$ cat config.mk
export PLATFORM = sky130hd
export DESIGN_NAME = l1i_miss_fill_ctrl
export DESIGN_NICKNAME = d
export VERILOG_FILES = /design/src/rtl/l1i_miss_fill_ctrl.sv
export SDC_FILE = /design/constraint.sdc
export NUM_CORES = 1
export LEC_CHECK = 0
export CAP_MARGIN = 20
export CORE_AREA = 5 5 437 439
export CTS_BUF_LIST = sky130_fd_sc_hd__clkbuf_4 sky130_fd_sc_hd__clkbuf_8 sky130_fd_sc_hd__clkbuf_16
export DETAILED_ROUTE_END_ITERATION = 16
export DIE_AREA = 0 0 442 444
export DONT_BUFFER_PORTS = 1
export PLACE_DENSITY = 0.34
export SLEW_MARGIN = 10
export SYNTH_ARGS = -nofsm -noshare
export SYNTH_HDL_FRONTEND = slang
export SYNTH_SLANG_ARGS = --single-unit
export TNS_END_PERCENT = 10
$ cat constraint.sdc
create_clock -name clk_i -period 2.4 [get_ports clk_i]
set_input_delay 0.36 -clock clk_i [delete_from_list [all_inputs] [get_ports clk_i]]
set_output_delay 0.36 -clock clk_i [all_outputs]
set_load 0.03 [all_outputs]
$ cat src/rtl/l1i_miss_fill_ctrl.sv
// rtl/l1i_miss_fill_ctrl.sv - L1I miss MSHR file with L2 request issue and lru-steered fill write
module l1i_miss_fill_ctrl #(
   parameter int NUM_SETS   = 64,
   parameter int SET_WIDTH  = $clog2(NUM_SETS),
   parameter int TAG_WIDTH  = 20,
   parameter int LINE_WIDTH = 512,
   parameter int NUM_MSHR   = 2,
   parameter int ID_WIDTH   = (NUM_MSHR > 1) ? $clog2(NUM_MSHR) : 1
) (
   input  logic                           clk_i,
   input  logic                           rst_ni,
   input  logic                           miss_valid_i,
   output logic                           miss_ready_o,
   input  logic [SET_WIDTH-1:0]           miss_set_i,
   input  logic [TAG_WIDTH-1:0]           miss_tag_i,
   output logic                           l2_req_valid_o,
   input  logic                           l2_req_ready_i,
   output logic [TAG_WIDTH+SET_WIDTH-1:0] l2_req_addr_o,
   output logic [ID_WIDTH-1:0]            l2_req_id_o,
   input  logic                           l2_rsp_valid_i,
   output logic                           l2_rsp_ready_o,
   input  logic [ID_WIDTH-1:0]            l2_rsp_id_i,
   input  logic [LINE_WIDTH-1:0]          l2_rsp_data_i,
   output logic                           lru_fill_en_o,
   output logic [SET_WIDTH-1:0]           lru_fill_set_o,
   input  logic [3:0]                     lru_fill_way_oh_i,
   output logic                           fill_valid_o,
   output logic [SET_WIDTH-1:0]           fill_set_o,
   output logic [TAG_WIDTH-1:0]           fill_tag_o,
   output logic [3:0]                     fill_way_oh_o,
   output logic [LINE_WIDTH-1:0]          fill_data_o
);

   typedef enum logic [1:0] {E_IDLE, E_REQ_PEND, E_WAIT_RSP} ent_state_e;
   typedef enum logic {F_IDLE, F_WRITE} fill_state_e;

   ent_state_e                ent_state_q [NUM_MSHR];
   ent_state_e                ent_state_d [NUM_MSHR];
   logic [SET_WIDTH-1:0]      ent_set_q   [NUM_MSHR];
   logic [SET_WIDTH-1:0]      ent_set_d   [NUM_MSHR];
   logic [TAG_WIDTH-1:0]      ent_tag_q   [NUM_MSHR];
   logic [TAG_WIDTH-1:0]      ent_tag_d   [NUM_MSHR];

   logic                      req_hold_q;
   logic [ID_WIDTH-1:0]       req_hold_id_q;
   fill_state_e               f_state_q;
   logic [ID_WIDTH-1:0]       f_id_q;
   logic [LINE_WIDTH-1:0]     f_data_q;

   logic                      miss_match;
   logic                      any_idle;
   logic [ID_WIDTH-1:0]       alloc_idx;
   logic                      any_pend;
   logic [ID_WIDTH-1:0]       pend_idx;
   logic [ID_WIDTH-1:0]       req_id;
   logic                      alloc;
   logic                      req_fire;
   logic                      rsp_live;

   // Scan entries: merge detection, lowest idle slot and lowest pending request
   always_comb begin
      miss_match = 1'b0;
      any_idle   = 1'b0;
      alloc_idx  = '0;
      any_pend   = 1'b0;
      pend_idx   = '0;
      for (int i = NUM_MSHR - 1; i >= 0; i--) begin
         if (ent_state_q[i] == E_IDLE) begin
            any_idle  = 1'b1;
            alloc_idx = ID_WIDTH'(i);
         end else if (ent_set_q[i] == miss_set_i && ent_tag_q[i] == miss_tag_i) begin
            miss_match = 1'b1;
         end
         if (ent_state_q[i] == E_REQ_PEND) begin
            any_pend = 1'b1;
            pend_idx = ID_WIDTH'(i);
         end
      end
   end

   // A request left waiting keeps its grant so addr/id stay stable until accepted
   assign req_id         = req_hold_q ? req_hold_id_q : pend_idx;
   assign l2_req_valid_o = any_pend;
   assign l2_req_id_o    = req_id;
   assign l2_req_addr_o  = {ent_tag_q[req_id], ent_set_q[req_id]};
   assign req_fire       = any_pend && l2_req_ready_i;

   assign miss_ready_o   = any_idle || miss_match;
   assign alloc          = miss_valid_i && any_idle && !miss_match;

   // Responses are only taken between fills; ids not waiting for data are swallowed
   assign l2_rsp_ready_o = (f_state_q == F_IDLE);
   assign rsp_live       = l2_rsp_valid_i && l2_rsp_ready_o
                           && (int'(l2_rsp_id_i) < NUM_MSHR)
                           && (ent_state_q[l2_rsp_id_i] == E_WAIT_RSP);
   assign lru_fill_en_o  = rsp_live;
   assign lru_fill_set_o = rsp_live ? ent_set_q[l2_rsp_id_i] : '0;

   assign fill_valid_o   = (f_state_q == F_WRITE);
   assign fill_set_o     = fill_valid_o ? ent_set_q[f_id_q] : '0;
   assign fill_tag_o     = fill_valid_o ? ent_tag_q[f_id_q] : '0;
   assign fill_way_oh_o  = !fill_valid_o ? 4'b0000
                         : (lru_fill_way_oh_i == 4'b0000) ? 4'b0001 : lru_fill_way_oh_i;
   assign fill_data_o    = f_data_q;

   // Entry lifecycle: allocate, request accepted, freed at the end of its fill write
   always_comb begin
      for (int i = 0; i < NUM_MSHR; i++) begin
         ent_state_d[i] = ent_state_q[i];
         ent_set_d[i]   = ent_set_q[i];
         ent_tag_d[i]   = ent_tag_q[i];
         unique case (ent_state_q[i])
            E_IDLE: begin
               if (alloc && alloc_idx == ID_WIDTH'(i)) begin
                  ent_state_d[i] = E_REQ_PEND;
                  ent_set_d[i]   = miss_set_i;
                  ent_tag_d[i]   = miss_tag_i;
               end
            end
            E_REQ_PEND: begin
               if (req_fire && req_id == ID_WIDTH'(i)) ent_state_d[i] = E_WAIT_RSP;
            end
            E_WAIT_RSP: begin
               if (fill_valid_o && f_id_q == ID_WIDTH'(i)) ent_state_d[i] = E_IDLE;
            end
            default: ent_state_d[i] = E_IDLE;
         endcase
      end
   end

   // MSHR entry registers
   always_ff @(posedge clk_i or negedge rst_ni) begin
      if (!rst_ni) begin
         for (int i = 0; i < NUM_MSHR; i++) begin
            ent_state_q[i] <= E_IDLE;
            ent_set_q[i]   <= '0;
            ent_tag_q[i]   <= '0;
         end
      end else begin
         for (int i = 0; i < NUM_MSHR; i++) begin
            ent_state_q[i] <= ent_state_d[i];
            ent_set_q[i]   <= ent_set_d[i];
            ent_tag_q[i]   <= ent_tag_d[i];
         end
      end
   end

   // Remember the granted entry while L2 is stalling the request
   always_ff @(posedge clk_i or negedge rst_ni) begin
      if (!rst_ni) begin
         req_hold_q    <= 1'b0;
         req_hold_id_q <= '0;
      end else begin
         req_hold_q    <= any_pend && !l2_req_ready_i;
         req_hold_id_q <= req_id;
      end
   end

   // Fill FSM: capture a live response, write it the following cycle
   always_ff @(posedge clk_i or negedge rst_ni) begin
      if (!rst_ni) begin
         f_state_q <= F_IDLE;
         f_id_q    <= '0;
         f_data_q  <= '0;
      end else begin
         unique case (f_state_q)
            F_IDLE: begin
               if (rsp_live) begin
                  f_id_q    <= l2_rsp_id_i;
                  f_data_q  <= l2_rsp_data_i;
                  f_state_q <= F_WRITE;
               end
            end
            F_WRITE: f_state_q <= F_IDLE;
            default: f_state_q <= F_IDLE;
         endcase
      end
   end

endmodule
==> flow_summary.json <==
{
  "synthesis.nets": 3039,
  "power_density_nw_per_um2": 1460,
  "path_clk_slew_ps": 60,
  "dp_hpwl_um": 102000,
  "intPower_uw": 26800,
  "skew_ps": 35.5,
  "postCtsHoldBufs": 542,
  "swShare": 0.491,
  "start_util": 0.123,
  "dieArea_sq_um": 196000,
  "ant_nets": 0,
  "hold_viol_final": 423,
  "synth_edf_count": 0,
  "post_dp_cell_area_sq_um": 26800,
  "p_comb_frac": 0.247,
  "rsz0062_at_grt": "yes",
  "syn_inst": 2491,
  "cts_sinks": 572,
  "cp.arrival_ps": 2470,
  "ys.flop_type": "dfrtp_1",
  "numCtsBuffers": 77,
  "synthArstFlopShare": 1.00,
  "drtIter0Drc": 1478,
  "p_total_uw": 52600,
  "yosys.area.top_type": "dfrtp_1",
  "final_nets": 3711,
  "synthTopCellsByArea": "dfrtp_1 (63%), nand2_1 (25%), mux2_4 (2.6%), clkbuf_1 (1.9%), mux2_2 (1.9%)",
  "worstPathMaxFanout": 2,
  "num_rows": 159,
  "end_kind": "output port",
  "fp.dieW_um": 442,
  "final_common_cell": "nand2_1",
  "viasPerCell": 3.47,
  "maxSlewViolCount": 0,
  "final_area_sq_um": 36000,
  "setup_violations": 61,
  "cts_tree": "yes",
  "syn_to_final_growth_pct": 57.4,
  "pwr-share-seq": 0.525,
  "r2r_start": "ent_state_q[3]",
  "grt_max_degree": 573,
  "drtPass1Iterations": 5,
  "synth.distinct_cells": 35,
  "p_switching_uw": 25800,
  "core_sq_um": 187000,
  "power_leakage_uw": 0.0172,
  "io_buffers": 0,
  "dp_slack_ps": 64.7,
  "start_kind": "register",
  "syn_area_sq_um": 22900,
  "slew_headroom": 0.292,
  "final_util": 0.193,
  "crit_path_start": "ent_tag_q[36]",
  "ys_warn_count": 0,
  "synth_top_area_frac": 0.625,
  "cts_buffer_depth": 3,
  "violations": "negative hold slack, negative setup slack",
  "worst_hold_path_type": "in -> async",
  "grt_overflow": 0,
  "fin_crit_ps": 2830,
  "wl_per_cell_um": 23.5,
  "crit_type": "reg -> out",
  "io_pins": 1128,
  "pwr-share-clk": 0.228,
  "synth-seq-cells": 572,
  "fin_ws_ps": -434,
  "grt_pass1_wl_um": 182000,
  "drt_wl_total_um": 135000,
  "status": "finished with violations",
  "drive_above_1_share": 0.137,
  "cap_violations": 0,
  "root_buffer": "clkbuf_16",
  "final_cell_mix": "nand2_1 (1527), dfrtp_1 (570), dlygate4sd3_1 (542), buf_4 (106), clkbuf_16 (86)",
  "worstMarginPinSlew_ps": 1060,
  "die_h_um": 444,
  "gp_congestion": 0.921,
  "synth_area_per_cell_sq_um": 9.19,
  "cp.required_ps": 2040,
  "ir_drop_uv": 743,
  "ys_seq_area_frac": 0.625,
  "drc": 0,
  "grt_pass1_vias": 20614,
  "fmax_mhz": 353,
  "antenna_found_initial": 57,
  "fin_crit_sh": 1.18,
  "vias": 19953,
  "ctsHtreeMaxLevel": 3,
  "grtUsageTotal": 0.131,
  "holdWs_ps": -616,
  "insertion_delay_ps": 700
}
==> per-layer routing <==
metal	track usage	share of wire	vias to the layer above
met1	0.168	0.43	9939
met4	0.0371	0.023	36
li1	-	-	9030
met2	0.217	0.48	776
met3	0.0357	0.069	172
met5	0	0.0016	-
==> area by class of cell <==
| cell class | instances | area, sq um |
|---|---|---|
| Inverter | 4 | 22.5 |
| Clock inverter | 24 | 299 |
| Sequential cell | 572 | 14300 |
| Tap cell | 2495 | 3120 |
| Timing Repair Buffer | 722 | 7580 |
| Multi-Input combinational cell | 1786 | 8320 |
| Clock buffer | 110 | 2300 |
| Antenna cell | 29 | 72.6 |
| Fill cell | 20630 | 151000 |
==> metrics by stage <==
| stage | TNS, ps | cells | hold slack [ps] |
|---|---|---|---|
| CTS | -21560 | 5686 | -731 |
| global placement | 0 | 4993 | 78.6 |
| floorplan | 0 | 2491 | 64.4 |
| detailed placement | 0 | 4993 | 78.0 |
| finish | -9940 | 5742 | -616 |
| global route | -30980 | 5728 | -696 |
==> registers in the layout, indices dropped and copies added (netlist names) <==
| name | flops |
|---|---|
| fill_valid_o | 1 |
| ent_state_q | 4 |
| req_hold_id_q | 1 |
| ent_set_q | 12 |
| f_id_q | 1 |
| ent_tag_q | 40 |
| fill_data_o | 512 |
| req_hold_q | 1 |
==> cell usage after synthesis (4+ instances only) <==
cell	count
dfrtp_1	572
nand2_1	1545
clkbuf_1	117
xnor2_1	49
buf_1	6
buf_6	4
nor3_1	4
nor2_1	35
mux2i_1	32
mux2_4	39
nand4_1	10
mux2_2	39
==> final timing paths <==
| path | cells after the start | end | slack [ps] |
|---|---|---|---|
| worst max-delay path | 6 | miss_ready_o | -430 |
| worst min-delay path | 0 | fill_data_o[189] | -620 |
| worst max register to register | 14 | fill_data_o[293] | -30 |
| worst min register to register | 1 | ent_tag_q[6] | 590 |
| max in group asynchronous | 2 | fill_data_o[401] | 1120 |
| min in group clk_i | 4 | fill_data_o[511] | 60 |
==> what timing repair did <==
| item | 4_1_cts | 5_1_grt |
|---|---|---|
| hold endpoints to repair | 1142 | 423 |
| cloned | 5 | 6 |
| resized for setup | 73 | 54 |
| setup buffers | 13 | 19 |
| endpoints found under the setup margin | 62 | 441 |
| pin swaps | 13 | 12 |
==> power by group through the flow <==
stage | Combinational (uW) | Sequential, uW | Clock [uW]
CTS | 12600 | 28000 | 12600
floorplan | 7630 | 24500 | 0
global placement | 10600 | 28200 | 0
detailed placement | 10800 | 28100 | 0
global route | 14400 | 28000 | 12900
finish | 13000 | 27600 | 12000
==> logic make-up after synthesis <==
family,count (synthesis),share of synthesized area
AND/OR/NAND/NOR,1613,0.268
flip-flops,572,0.625
XOR/XNOR,52,0.0199
buffers and inverters,133,0.0245
multiplexers,110,0.0588
AO/OA/AOI/OAI,11,0.00333
==> worst max-delay path: stages (launching register included) <==
cell and delay [ps]:
dfrtp_1 390, xor2_1 150, or4_4 530, nor4_4 290, a22oi_2 110, o221ai_2 110, clkbuf_16 200
Note: power is estimated with default switching activity, not from simulation.
